**config.mk**
```make
export PLATFORM = sky130hd
export DESIGN_NAME = debug_step_ctrl
export DESIGN_NICKNAME = d
export VERILOG_FILES = /design/src/rtl/debug_ctrl_pkg.sv /design/src/rtl/btn_debounce.sv /design/src/rtl/debug_step_ctrl.sv
export SDC_FILE = /design/constraint.sdc
export NUM_CORES = 1
export LEC_CHECK = 0
export ABC_AREA = 1
export CAP_MARGIN = 10
export CORE_MARGIN = 2
export CORE_UTILIZATION = 40
export DETAILED_ROUTE_END_ITERATION = 10
export MAX_ROUTING_LAYER = met4
export PLACE_DENSITY = 0.62
export SLEW_MARGIN = 30
export SYNTH_ARGS = -nofsm -noshare
export SYNTH_HDL_FRONTEND = slang
export SYNTH_SLANG_ARGS = --single-unit
```
**constraint.sdc**
```tcl
create_clock -name clk -period 2.9 [get_ports clk]
set_input_delay 0.29 -clock clk [delete_from_list [all_inputs] [get_ports clk]]
set_output_delay 0.29 -clock clk [all_outputs]
set_load 0.03 [all_outputs]
```
**src/rtl/debug_ctrl_pkg.sv**
```systemverilog
// Shared types and default timing constants for the debug step controller.
package debug_ctrl_pkg;

  typedef enum logic [1:0] {
    ST_HALT       = 2'd0,
    ST_WAIT_FRAME = 2'd1,
    ST_ADVANCE    = 2'd2,
    ST_RUN        = 2'd3
  } state_t;

  localparam int DEBOUNCE_CYCLES_DEF = 250000;
  localparam int RUN_DIV_DEF         = 2500000;

endpackage

```
**src/rtl/btn_debounce.sv**
```systemverilog
// Push-button conditioner: 2-flop synchroniser, stability down-counter,
// accepted-level register and a one-cycle pulse on the accepted rising edge.
module btn_debounce #(
  parameter int STABLE_CYCLES = 4
) (
  input  logic clk,
  input  logic rst_n,
  input  logic i_btn,
  output logic o_rise
);

  localparam int CW = (STABLE_CYCLES > 1) ? $clog2(STABLE_CYCLES) : 1;
  localparam logic [CW-1:0] C_LOAD = CW'(STABLE_CYCLES - 1);

  logic          r_sync1;
  logic          r_sync2;
  logic          r_level;
  logic          r_rise;
  logic [2:0]    r_settle;
  logic [CW-1:0] r_cnt;

  always_ff @(posedge clk or negedge rst_n) begin
    if (!rst_n) begin
      r_sync1  <= 1'b0;
      r_sync2  <= 1'b0;
      r_level  <= 1'b0;
      r_rise   <= 1'b0;
      r_settle <= '0;
      r_cnt    <= C_LOAD;
    end else begin
      r_sync1  <= i_btn;
      r_sync2  <= r_sync1;
      r_settle <= {r_settle[1:0], 1'b1};
      r_rise   <= 1'b0;
      // Until the synchroniser holds a real sample, adopt its level silently
      // so a button held through reset is not seen as a fresh press.
      if (!r_settle[2]) begin
        r_level <= r_sync2;
        r_cnt   <= C_LOAD;
      end else if (r_sync2 == r_level) begin
        r_cnt <= C_LOAD;
      end else if (r_cnt == '0) begin
        r_level <= r_sync2;
        r_cnt   <= C_LOAD;
        r_rise  <= r_sync2;
      end else begin
        r_cnt <= r_cnt - CW'(1);
      end
    end
  end

  assign o_rise = r_rise;

endmodule

```
**src/rtl/debug_step_ctrl.sv**
```systemverilog
// Core clock-enable sequencer: HALT, frame-synchronised single STEP and
// divided-rate RUN with an optional fetch-PC breakpoint.
//
// state      | meaning
// HALT       | core frozen, waiting for a step press or run switch edge
// WAIT_FRAME | step accepted, waiting for the start of vertical blank
// ADVANCE    | single cpu_en cycle, then back to HALT
// RUN        | cpu_en every RUN_DIV cycles until switch off or breakpoint
module debug_step_ctrl
  import debug_ctrl_pkg::*;
#(
  parameter int DEBOUNCE_CYCLES = DEBOUNCE_CYCLES_DEF,
  parameter int RUN_DIV         = RUN_DIV_DEF,
  parameter int CNT_W           = 16
) (
  input  logic             clk,
  input  logic             reset,
  input  logic             btn_step,
  input  logic             sw_run,
  input  logic             brk_en,
  input  logic [31:0]      brk_addr,
  input  logic [31:0]      pc_fe,
  input  logic             vblank,
  output logic             cpu_en,
  output logic             halted,
  output logic             brk_hit,
  output logic [CNT_W-1:0] step_count,
  output logic [1:0]       state_o
);

  localparam int DIV_W = (RUN_DIV > 1) ? $clog2(RUN_DIV) : 1;
  localparam logic [DIV_W-1:0] DIV_LOAD = DIV_W'(RUN_DIV - 1);

  logic             w_step_req;
  logic             w_run_rise;
  logic             w_run_fall;
  logic             w_due;
  logic             w_brk_match;

  logic             r_run_sync1;
  logic             r_run_sync2;
  logic             r_run_d;
  logic [2:0]       r_settle;
  logic             r_vb_d;
  logic             r_vb_rise;

  state_t           r_state;
  state_t           w_state_nxt;
  logic [DIV_W-1:0] r_div;
  logic [DIV_W-1:0] w_div_nxt;
  logic             r_skip_brk;
  logic             w_skip_nxt;
  logic             r_brk_hit;
  logic             w_brk_nxt;
  logic             r_cpu_en;
  logic             w_en_nxt;
  logic             r_halted;
  logic [CNT_W-1:0] r_step_count;

  btn_debounce #(
    .STABLE_CYCLES (DEBOUNCE_CYCLES)
  ) u_step_db (
    .clk    (clk),
    .rst_n  (reset),
    .i_btn  (btn_step),
    .o_rise (w_step_req)
  );

  always_ff @(posedge clk or negedge reset) begin
    if (!reset) begin
      r_run_sync1 <= 1'b0;
      r_run_sync2 <= 1'b0;
      r_run_d     <= 1'b0;
      r_settle    <= '0;
      r_vb_d      <= 1'b0;
      r_vb_rise   <= 1'b0;
    end else begin
      r_run_sync1 <= sw_run;
      r_run_sync2 <= r_run_sync1;
      r_run_d     <= r_run_sync2;
      r_settle    <= {r_settle[1:0], 1'b1};
      r_vb_d      <= vblank;
      r_vb_rise   <= vblank & ~r_vb_d;
    end
  end

  // Edges are suppressed until the synchroniser has a valid sample, so a
  // switch already on at reset release does not start a run.
  assign w_run_rise  = r_settle[2] &  r_run_sync2 & ~r_run_d;
  assign w_run_fall  = r_settle[2] & ~r_run_sync2 &  r_run_d;
  assign w_due       = (r_div == '0);
  assign w_brk_match = brk_en && (pc_fe == brk_addr) && !r_skip_brk;

  always_comb begin
    w_state_nxt = r_state;
    w_div_nxt   = r_div;
    w_skip_nxt  = r_skip_brk;
    w_brk_nxt   = r_brk_hit;
    w_en_nxt    = 1'b0;
    case (r_state)
      ST_HALT: begin
        if (w_step_req) begin
          w_state_nxt = ST_WAIT_FRAME;
        end else if (w_run_rise) begin
          w_state_nxt = ST_RUN;
          w_div_nxt   = DIV_LOAD;
          w_skip_nxt  = 1'b1;
          w_brk_nxt   = 1'b0;
        end
      end
      ST_WAIT_FRAME: begin
        if (r_vb_rise) begin
          w_state_nxt = ST_ADVANCE;
          w_en_nxt    = 1'b1;
          w_brk_nxt   = 1'b0;
        end
      end
      ST_ADVANCE: begin
        w_state_nxt = ST_HALT;
      end
      ST_RUN: begin
        if (w_run_fall) begin
          w_state_nxt = ST_HALT;
        end else begin
          w_div_nxt = w_due ? DIV_LOAD : (r_div - DIV_W'(1));
          if (w_due) begin
            if (w_brk_match) begin
              w_state_nxt = ST_HALT;
              w_brk_nxt   = 1'b1;
            end else begin
              w_en_nxt   = 1'b1;
              w_skip_nxt = 1'b0;
            end
          end
        end
      end
      default: begin
        w_state_nxt = ST_HALT;
      end
    endcase
  end

  always_ff @(posedge clk or negedge reset) begin
    if (!reset) begin
      r_state      <= ST_HALT;
      r_div        <= '0;
      r_skip_brk   <= 1'b0;
      r_brk_hit    <= 1'b0;
      r_cpu_en     <= 1'b0;
      r_halted     <= 1'b1;
      r_step_count <= '0;
    end else begin
      r_state    <= w_state_nxt;
      r_div      <= w_div_nxt;
      r_skip_brk <= w_skip_nxt;
      r_brk_hit  <= w_brk_nxt;
      r_cpu_en   <= w_en_nxt;
      r_halted   <= (w_state_nxt == ST_HALT);
      if (r_cpu_en) begin
        r_step_count <= r_step_count + CNT_W'(1);
      end
    end
  end

  assign cpu_en     = r_cpu_en;
  assign halted     = r_halted;
  assign brk_hit    = r_brk_hit;
  assign step_count = r_step_count;
  assign state_o    = r_state;

endmodule

```
==> results.toml <==
[placed_design]
placed_area_um2 = 5588
gp_congestion = 0.9246
io_buffers = 90
post-dp-hpwl_um = 8359

[synthesis]
avgSynthCellArea_um2 = 7.118
synth_warnings = 0
synthesis.nets = 707
synth_ff_type = "dfrtp_1"
synth_edf_count = 0
ys_top_cells_by_count = "nand2_1 (172), inv_1 (116), nor2_1 (91), dfrtp_1 (63), nand3_1 (39)"
yosysTopAreaCell = "dfrtp_1"
syn_inst = 634
yosysTopAreaCellShare_pct = 34.93
yosysMostFrequentCell = "nand2_1"
ys_seq_area_share_pct = 41.34
syn_area_um2 = 4513
ys_seq_elements = 74
synth_cell_types = 36
synthTopCellsByArea = "dfrtp_1 (35%), nand2_1 (14%), inv_1 (9.6%)"
synthArstFlopShare_pct = 100.0

[drt]
via_per_inst = 4.588
wirelength_um = 10730
first_pass_iters = 4
drc = 0
drt_iter0_markers = 217
post_drt_wl_per_cell_um = 12.21
ant_nets = 0
vias = 4033

[power_and_ir_drop]
pwr-share-clk_pct = 34.8
swShare_pct = 33.50
ir_worst_vdd_uv = 446.1
share_comb_of_total_power_pct = 28.5
power_leakage_uw = 0.002942
switchingPower_uw = 1136
power.density_nw_per_um2 = 574.1
sequentialPowerShare_pct = 36.7
intPower_uw = 2255

[floorplanning]
die-area_um2 = 12150
row_count = 38
ioPinCount = 91
fp.dieW_um = 110.2
fp.dieH_um = 110.2
start_util_pct = 41.27
core_um2 = 10940

[sta]
setup_violations = 0
report.final.slew_viol_count = 0
fin_hold_ws_ns = -0.03882
clock_skew_ns = 0.01064
fmax_ghz = 0.5208
rsz0062_at_grt = "no"
hold_viol = 24
relSlewSlack_pct = 60.46
post-route-period-util_pct = 66.21
finalCriticalPeriod_ns = 1.920
worst_pin_slew_ns = 0.5877
fin_setup_tns_ns = 0

[worst_setup_path]
worstPathMaxFanout = 13
crit_slowest_cell = "dfrtp_1"
cp-end-kind = "flop"
worst_setup_path_start_kind = "flop"
cp.required_ns = 3.15
r2r_cells = 10
crit_chain = "nor2_2, nand2_1, nand2_1, inv_2, nand2_2, inv_2, o21ai_2, buf_4, inv_2, o21ai_0"
arrival_ns = 2.17
timing.rr.start = "state_o[0]$_DFF_PN0_"
crit_type = "reg -> reg"
rrSetupSlack_ns = 0.98
crit_top_cell = "inv_2"
cpPeakStageDelay_ns = 0.44
crit_family = "simple AND/OR/NAND/NOR gates"
worst-path-buf-inv = 4
r2r-end = "r_skip_brk$_DFFE_PN0P_"

[clock_network]
cts.repair.resized = 0
clock_path_buffers = 2
cts_tree = "yes"
hold_buffers = 0
clkSinkCount = 74
clk_pin_slew_ns = 0.05
clk_latency_ns = 0.33
root_buffer = "clkbuf_16"
post_cts_buffers = 0
cts_made_buffers = 9
htree_levels = 3

[cells_and_area]
drive_above_1_share_pct = 9.337
fillCellCount = 1049
final_nets = 807
insertedDiodeCount = 0
synthToLayoutAreaGrowth_pct = 30.88
final_core_utilization_pct = 54.02
fin_area_um2 = 5907

[grt]
grt_pass1_vias = 3937
grt_usage_pct = 19.40
grt_pass1_wl_um = 17820
grt_max_degree = 75
antenna_found_initial = 0
globalRouteOverflowTotal = 0

[status]
status = "complete, but fails checks"
failed_checks = "negative hold slack"

[worst_hold_path]
worstHoldPathType = "in -> async"

[flow_run]
maxCapViolations = 0
-- cells in the final DEF (no fill, tap or decap), types with 4 or more instances in the layout --
| cell type | instances |
|---|---|
| inv_1 | 116 |
| xnor2_1 | 15 |
| nand2_1 | 172 |
| nor3_1 | 7 |
| nand3_2 | 5 |
| nand3_1 | 39 |
| o21ai_0 | 10 |
| dfstp_2 | 11 |
| clkbuf_16 | 9 |
| inv_2 | 6 |
| nand4_1 | 15 |
| nor2_1 | 91 |
| clkdlybuf4s50_1 | 89 |
| nor3_2 | 4 |
| a21oi_1 | 4 |
| nor4_1 | 4 |
| nand2_2 | 6 |
| nor2_2 | 11 |
| nand3b_1 | 5 |
| xor2_1 | 24 |
| dfrtp_1 | 63 |
-- power groups by stage --
stage | Sequential (uW) | Clock (uW) | Combinational, uW
6_report | 1240 | 1180 | 967
5_1_grt | 1260 | 1250 | 1080
4_1_cts | 1240 | 1210 | 979
3_5_place_dp | 1260 | 0 | 970
3_3_place_gp | 1250 | 0 | 946
2_1_floorplan | 1340 | 0 | 525
-- final cells by class --
| class | instances | area (um2) | area share, % |
|---|---|---|---|
| clock buffers | 10 | 229.0 | 3.876 |
| clock inverters | 6 | 90.09 | 1.525 |
| inverters | 123 | 464.2 | 7.858 |
| multi-input cells | 434 | 2160 | 36.56 |
| flip-flops and latches | 74 | 1866 | 31.58 |
| well taps | 140 | 175.2 | 2.965 |
| repair buffers | 92 | 923.4 | 15.63 |
-- metrics by stage --
| stage | hold WS [ns] | power [uW] | setup WS [ns] | cells |
|---|---|---|---|---|
| final | -0.03882 | 3391 | 0.9799 | 879 |
| after global routing | 0.02572 | 3583 | 0.7936 | 879 |
| after CTS | 0.009415 | 3428 | 0.9774 | 879 |
| after detailed placement | 0.3371 | 2228 | 0.9896 | 863 |
| after global placement | 0.3356 | 2200 | 1.006 | 863 |
| after floorplan | -0.005591 | 1864 | 1.145 | 634 |
-- flip-flops by register name (all words and copies together), names as in the netlist, 2 cells and up --
name and flops:
r_div 22, state_o 2, u_step_db.r_cnt 18, u_step_db.r_settle 2, step_count 16
-- per-layer routing --
layer  vias to the layer above  GRT usage (%)  share of wire, %
met5                         -              -                 0
met4                         0          4.643               1.4
met3                        10          3.939               4.2
met2                        69          33.09                49
met1                      1824          23.75                46
li1                       2130              -                 -
-- logic make-up after synthesis --
logic type | after synthesis | share of synthesized area [%]
AND/OR/NAND/NOR | 371 | 36.90
buffers and inverters | 126 | 10.81
flip-flops | 74 | 41.34
XOR/XNOR | 39 | 7.569
AO/OA/AOI/OAI | 20 | 2.467
adder cells (fa/ha/maj) | 3 | 0.8318
other | 1 | 0.08309
-- worst max-delay path by stage --
stage | start | endpoint | slack, ns | cells past startpoint
CTS | state_o[0]$_DFF_PN0_ | r_skip_brk$_DFFE_PN0P_ | 0.98 | 10
floorplan | step_count[0]$_DFFE_PN0P_ | step_count[14]$_DFFE_PN0P_ | 1.14 | 9
detailed placement | state_o[0]$_DFF_PN0_ | r_skip_brk$_DFFE_PN0P_ | 0.99 | 10
global route | u_step_db.r_cnt[0]$_DFF_PN1_ | u_step_db.r_cnt[4]$_DFF_PN0_ | 0.79 | 11
global placement | brk_addr[18] | halted$_DFF_PN1_ | 1.01 | 13
finish | state_o[0]$_DFF_PN0_ | r_skip_brk$_DFFE_PN0P_ | 0.98 | 10
Note: power is estimated with default switching activity, not from simulation.
==> RTL change 1 (config.mk and constraints unchanged) <==
Register the output `step_count` once more; this adds one clock of latency there. The other outputs are not delayed to match.
--- a/src/rtl/debug_step_ctrl.sv
+++ b/src/rtl/debug_step_ctrl.sv
@@ -167,3 +167,5 @@
   assign brk_hit    = r_brk_hit;
-  assign step_count = r_step_count;
+  always_ff @(posedge clk) begin
+    step_count <= r_step_count;
+  end
   assign state_o    = r_state;
Function: same outputs for any inputs over 10 cycles, from zero or initial values and one cycle with reset low; that may be too few to reach the edited logic, so the function may still have changed.
==> RTL change 1 against the unedited design <==
The run still ends with hold timing left. Area after synthesis grew 6.3%. Total power up 3.4%. Count of clock-buffer cells in the layout stayed put. Die area rose by 6.1%. Combinational power decreased by 2.7%. Sequential cell count rose by 16. Routed wire length down 1.5%. Design area grew 3.9%. Worst setup slack better by 26 ps. Critical endpoint is now r_div[21]. Largest cell class is now sequential cells.
==> RTL change 1: results (changes against the unedited design) <==
synth:
  ys_seq_area_frac: 0.4555  # was 0.4134
  async_flop_share: 0.8222  # was 1.000
  ys.flop_type: "dfrtp_1"  # unchanged
  synthTopCellsByArea: "dfrtp_1, nand2_1, inv_1"  # unchanged
  synth_commonest_cells: "nand2_1, inv_1, nor2_1, dfrtp_1, nand3_1"  # unchanged
  yosys_warnings: 0  # unchanged
  synth_cell_types: 36  # unchanged
  syn-num-nets: 719  # was 707
placement:
  portBuffers: 90  # unchanged
  placed_area_um2: 5858  # was 5588 µm²
  dp_hpwl_um: 8223  # was 8359 µm
  place_congestion: 0.8890  # was 0.9246
power_and_ir_drop:
  ir_worst_vdd_mv: 0.3037  # was 0.4461 mV
  switching_share: 0.3386  # was 0.3350
  p_leak_nw: 3.018  # was 2.942 nW
layout:
  drive_above_1_share: 0.08000  # was 0.09337
  final_nets: 818  # was 807
  fillCellCount: 1143  # was 1049
  reg_top3: "r_div: 22 flops, u_step_db.r_cnt: 18 flops"
  diodes: 0  # unchanged
global_routing:
  grtUsageTotal: 0.1766  # was 0.1940
  grt_pass1_wl_um: 17800  # was 17820 µm
  grt_max_degree: 75  # unchanged
  antenna_found_initial: 0  # unchanged
  grt_pass1_vias: 3934  # was 3937
routing:
  wl_met1_um: 5027  # was 4906 µm
  avgRoutedWirePerCell_um: 11.79  # was 12.21 µm
  dr_wl_met3_um: 553  # was 455 µm
  top_layer: "met4"  # unchanged
  met2_length_um: 4795  # was 5220 µm
  via_per_inst: 4.629  # was 4.588
  drt_first_pass_iters: 4  # unchanged
  drt-initial-drc-count: 254  # was 217
sta:
  hold_ws_ps: -63.85  # was -38.82 ps
  hold_viol: 55  # was 24
  maxSlewHeadroom: 0.5460  # was 0.6046
  skew_ps: 6.081  # was 10.64 ps
outcome:
  failed_checks: "hold timing"  # unchanged
  status: "finished, violations left"  # unchanged
clocking:
  numCtsBuffers: 9  # unchanged
  clockBufferDepth: 2  # unchanged
  clkSlewWorstSetupHoldPaths_ps: 70  # was 50 ps
  ctsResizeCount: 0  # unchanged
  clock-root-buffer: "clkbuf_16"  # unchanged
  htree_levels: 3  # unchanged
  post_cts_buffers: 0  # unchanged
  clkLatencyLatePin_ps: 340
min_path:
  hold_path.class: "input port to async pin"  # unchanged
worst_setup_path:
  cp_slowest_cell: "dfrtp_1"  # unchanged
  critPathMaxFanout: 14  # was 13
  cp.arrival_ps: 2120  # was 2170 ps
  crit_family: "simple AND/OR/NAND/NOR gates"  # unchanged
  slowest_delay_ps: 440  # about the same
-- RTL change 1: power by group through the flow --
stage | logic (mW) | registers [mW] | clock network (mW)
4_1_cts | 0.953 | 1.47 | 1.12
5_1_grt | 1.06 | 1.49 | 1.18
2_1_floorplan | 0.541 | 1.57 | 0
3_3_place_gp | 0.939 | 1.49 | 0
3_5_place_dp | 0.949 | 1.49 | 0
6_report | 0.941 | 1.47 | 1.09
-- RTL change 1: area by class of cell --
cell class	count	area (µm²)	share of cell area
clock buffer	10	229.0	0.03729
clock inverter	6	48.80	0.007948
inverter	123	461.7	0.07520
multi-input combinational	430	2121	0.3454
sequential	90	2186	0.3560
tap	147	183.9	0.02996
timing repair buffer	91	909.6	0.1482
-- RTL change 1: cells by family after synthesis --
| group | share of synthesized area |
|---|---|
| compound gates | 0.03677 |
| xor+xnor | 0.06754 |
| fa+ha+maj | 0.007824 |
| buf+inv | 0.1025 |
| flops | 0.4555 |
| other cells | 0.0007815 |
| simple gates | 0.3291 |
-- RTL change 1: metrics by stage --
step / setup slack, ps / power [mW] / utilization / std cells
after floorplan: 1293 / 2.114 / - / 646
after global placement: 926.3 / 2.425 / 0.4939 / 881
after detailed placement: 928.9 / 2.442 / 0.4939 / 881
after CTS: 980.1 / 3.544 / 0.5173 / 897
after global routing: 782.2 / 3.722 / 0.5176 / 897
final: 1006 / 3.506 / 0.5176 / 897
-- RTL change 1: worst register-to-register path: cells and delay by family (launching register included) --
family / cells / cell delay [ps]
and+or+nand+nor: 5 / 760
DFF: 1 / 440
buffers and inverters: 3 / 350
AOI/OAI and AO/OA: 2 / 210
-- RTL change 1: metal layers --
metal	track usage	vias to the layer above
met5	-	-
met4	0.06992	0
met3	0.02922	13
met2	0.2830	96
met1	0.2251	1872
li1	-	2171
-- RTL change 1: worst paths after layout --
kind                                       start  cells past startpoint  slack (ps)               endpoint
max reg2reg                           state_o[0]                     10        1010              r_div[21]
min in group clk           u_step_db.r_settle[0]                      0         350  u_step_db.r_settle[1]
max in group asynchronous                  reset                      1        2470    u_step_db.r_cnt[11]
min reg2reg                u_step_db.r_settle[0]                      0         350  u_step_db.r_settle[1]
min                                        reset                      1         -60               r_div[6]
max                                   state_o[0]                     10        1010              r_div[21]
==> RTL change 2 (config.mk and constraints unchanged) <==
Made on the original files. Set the parameter `CNT_W` to 32 (it was 16).
--- a/src/rtl/debug_step_ctrl.sv
+++ b/src/rtl/debug_step_ctrl.sv
@@ -13,3 +13,3 @@
   parameter int RUN_DIV         = RUN_DIV_DEF,
-  parameter int CNT_W           = 16
+  parameter int CNT_W           = 32
 ) (
Interface: changed (resized step_count); port bits go from 91 to 107. No check against the original RTL was run, so the function may have changed too.
==> RTL change 2 against the unedited design <==
Critical path depth unchanged. Worst setup slack got worse by 140 ps. Total power increased by 2.5%. Hold slack improved by 48 ps. Combinational power decreased by 4.1%. Core utilization decreased by 1.4 points. Routed wire length increased by 23%. Area after synthesis increased by 19%. Sequential cell count increased by 16. First-iteration DRC count increased by 11%. Design area increased by 17%. Synthesized cell count increased by 17%. Critical path type unchanged. Largest cell class unchanged.
==> RTL change 2: results (changes against the unedited design) <==
layout:
  drive_above_1_share: 0.07176  # was 0.09337
  largest_register_ffs: 32  # was 22
  fillCellCount: 1325  # was 1049
worst_setup_path:
  critPathMaxFanout: 11  # was 13
  cp.arrival_ps: 2290  # was 2170 ps
  slowest_delay_ps: 390  # was 440 ps
synth:
  ys_seq_area_frac: 0.4217  # was 0.4134
  synth_cell_types: 34  # was 36
  synthTopCellsByArea: "dfrtp_1, nand2_1, inv_1"  # unchanged
  syn-num-nets: 816  # was 707
  synth_commonest_cells: "nand2_1, inv_1, nor2_1, dfrtp_1, nand3_1"  # unchanged
placement:
  dp_hpwl_um: 10220  # was 8359 µm
  portBuffers: 106  # was 90
  place_congestion: 0.9234  # was 0.9246
global_routing:
  grt_pass1_vias: 4909  # was 3937
  grt_max_degree: 59  # was 75
  grtUsageTotal: 0.1972  # was 0.1940
outcome:
  status: "finished clean"  # was finished, violations left
power_and_ir_drop:
  switching_share: 0.3381  # was 0.3350
  p_comb_frac: 0.267  # was 0.285
  ir_worst_vdd_mv: 0.4384  # was 0.4461 mV
  seq_power_share: 0.416  # was 0.367
  p_leak_nw: 3.389  # was 2.942 nW
routing:
  drt-initial-drc-count: 241  # was 217
  drt-total-wl_um: 13160  # was 10730 µm
  drcViolationCount: 0  # unchanged
  via_per_inst: 4.705  # was 4.588
sta:
  skew_ps: 5.997  # was 10.64 ps
  worst_pin_slew_ps: 755.5  # was 587.7 ps
clocking:
  clkSlewWorstSetupHoldPaths_ps: 70  # was 50 ps
==> RTL change 2: final cells by class <==
type,instances,area (µm²),share of cell area
Multi-Input combinational cell,518,2592,0.3737
Sequential cell,90,2266,0.3267
Timing Repair Buffer,107,1079,0.1555
Inverter,133,499.2,0.07197
Clock buffer,11,242.7,0.03499
Tap cell,176,220.2,0.03175
Clock inverter,5,37.54,0.005411
==> RTL change 2: cells by family after synthesis <==
kind of cell / synth area share
AND/OR/NAND/NOR: 0.3567
flip-flops: 0.4217
XOR/XNOR: 0.08801
other: 0.0006978
AO/OA/AOI/OAI: 0.02794
adder cells (fa/ha/maj): 0.006986
multiplexers: 0.002095
buffers and inverters: 0.09592
==> RTL change 2: final timing paths <==
path,startpoint,end,slack (ps),cells past startpoint
setup / recovery,r_div[17],r_skip_brk,840,10
hold / removal,reset,r_div[10],9,1
setup reg to reg,r_div[17],r_skip_brk,840,10
hold reg to reg,r_run_sync1,r_run_sync2,350,0
max in group asynchronous,reset,u_step_db.r_cnt[17],2150,2
min in group clk,r_run_sync1,r_run_sync2,350,0
==> RTL change 2: routing by layer <==
layer	global-route usage	share of wire	vias up	wire length, µm
met5	-	0	-	0
met4	0.06912	0.018	0	231
met3	0.04373	0.052	20	684
met2	0.3079	0.46	102	6056
met1	0.2537	0.47	2253	6185
li1	-	-	2518	-
==> RTL change 2: per-stage QoR <==
stage,util,instances,worst slack (ps),power (mW),instance area [µm²]
after CTS,0.5259,1040,831.4,3.517,6937
after global routing,0.5259,1040,586.2,3.690,6937
final,0.5259,1040,840.4,3.475,6937
after global placement,0.5046,1024,890.6,2.381,6656
after floorplan,-,743,1069,2.021,5374
after detailed placement,0.5046,1024,842.8,2.403,6656
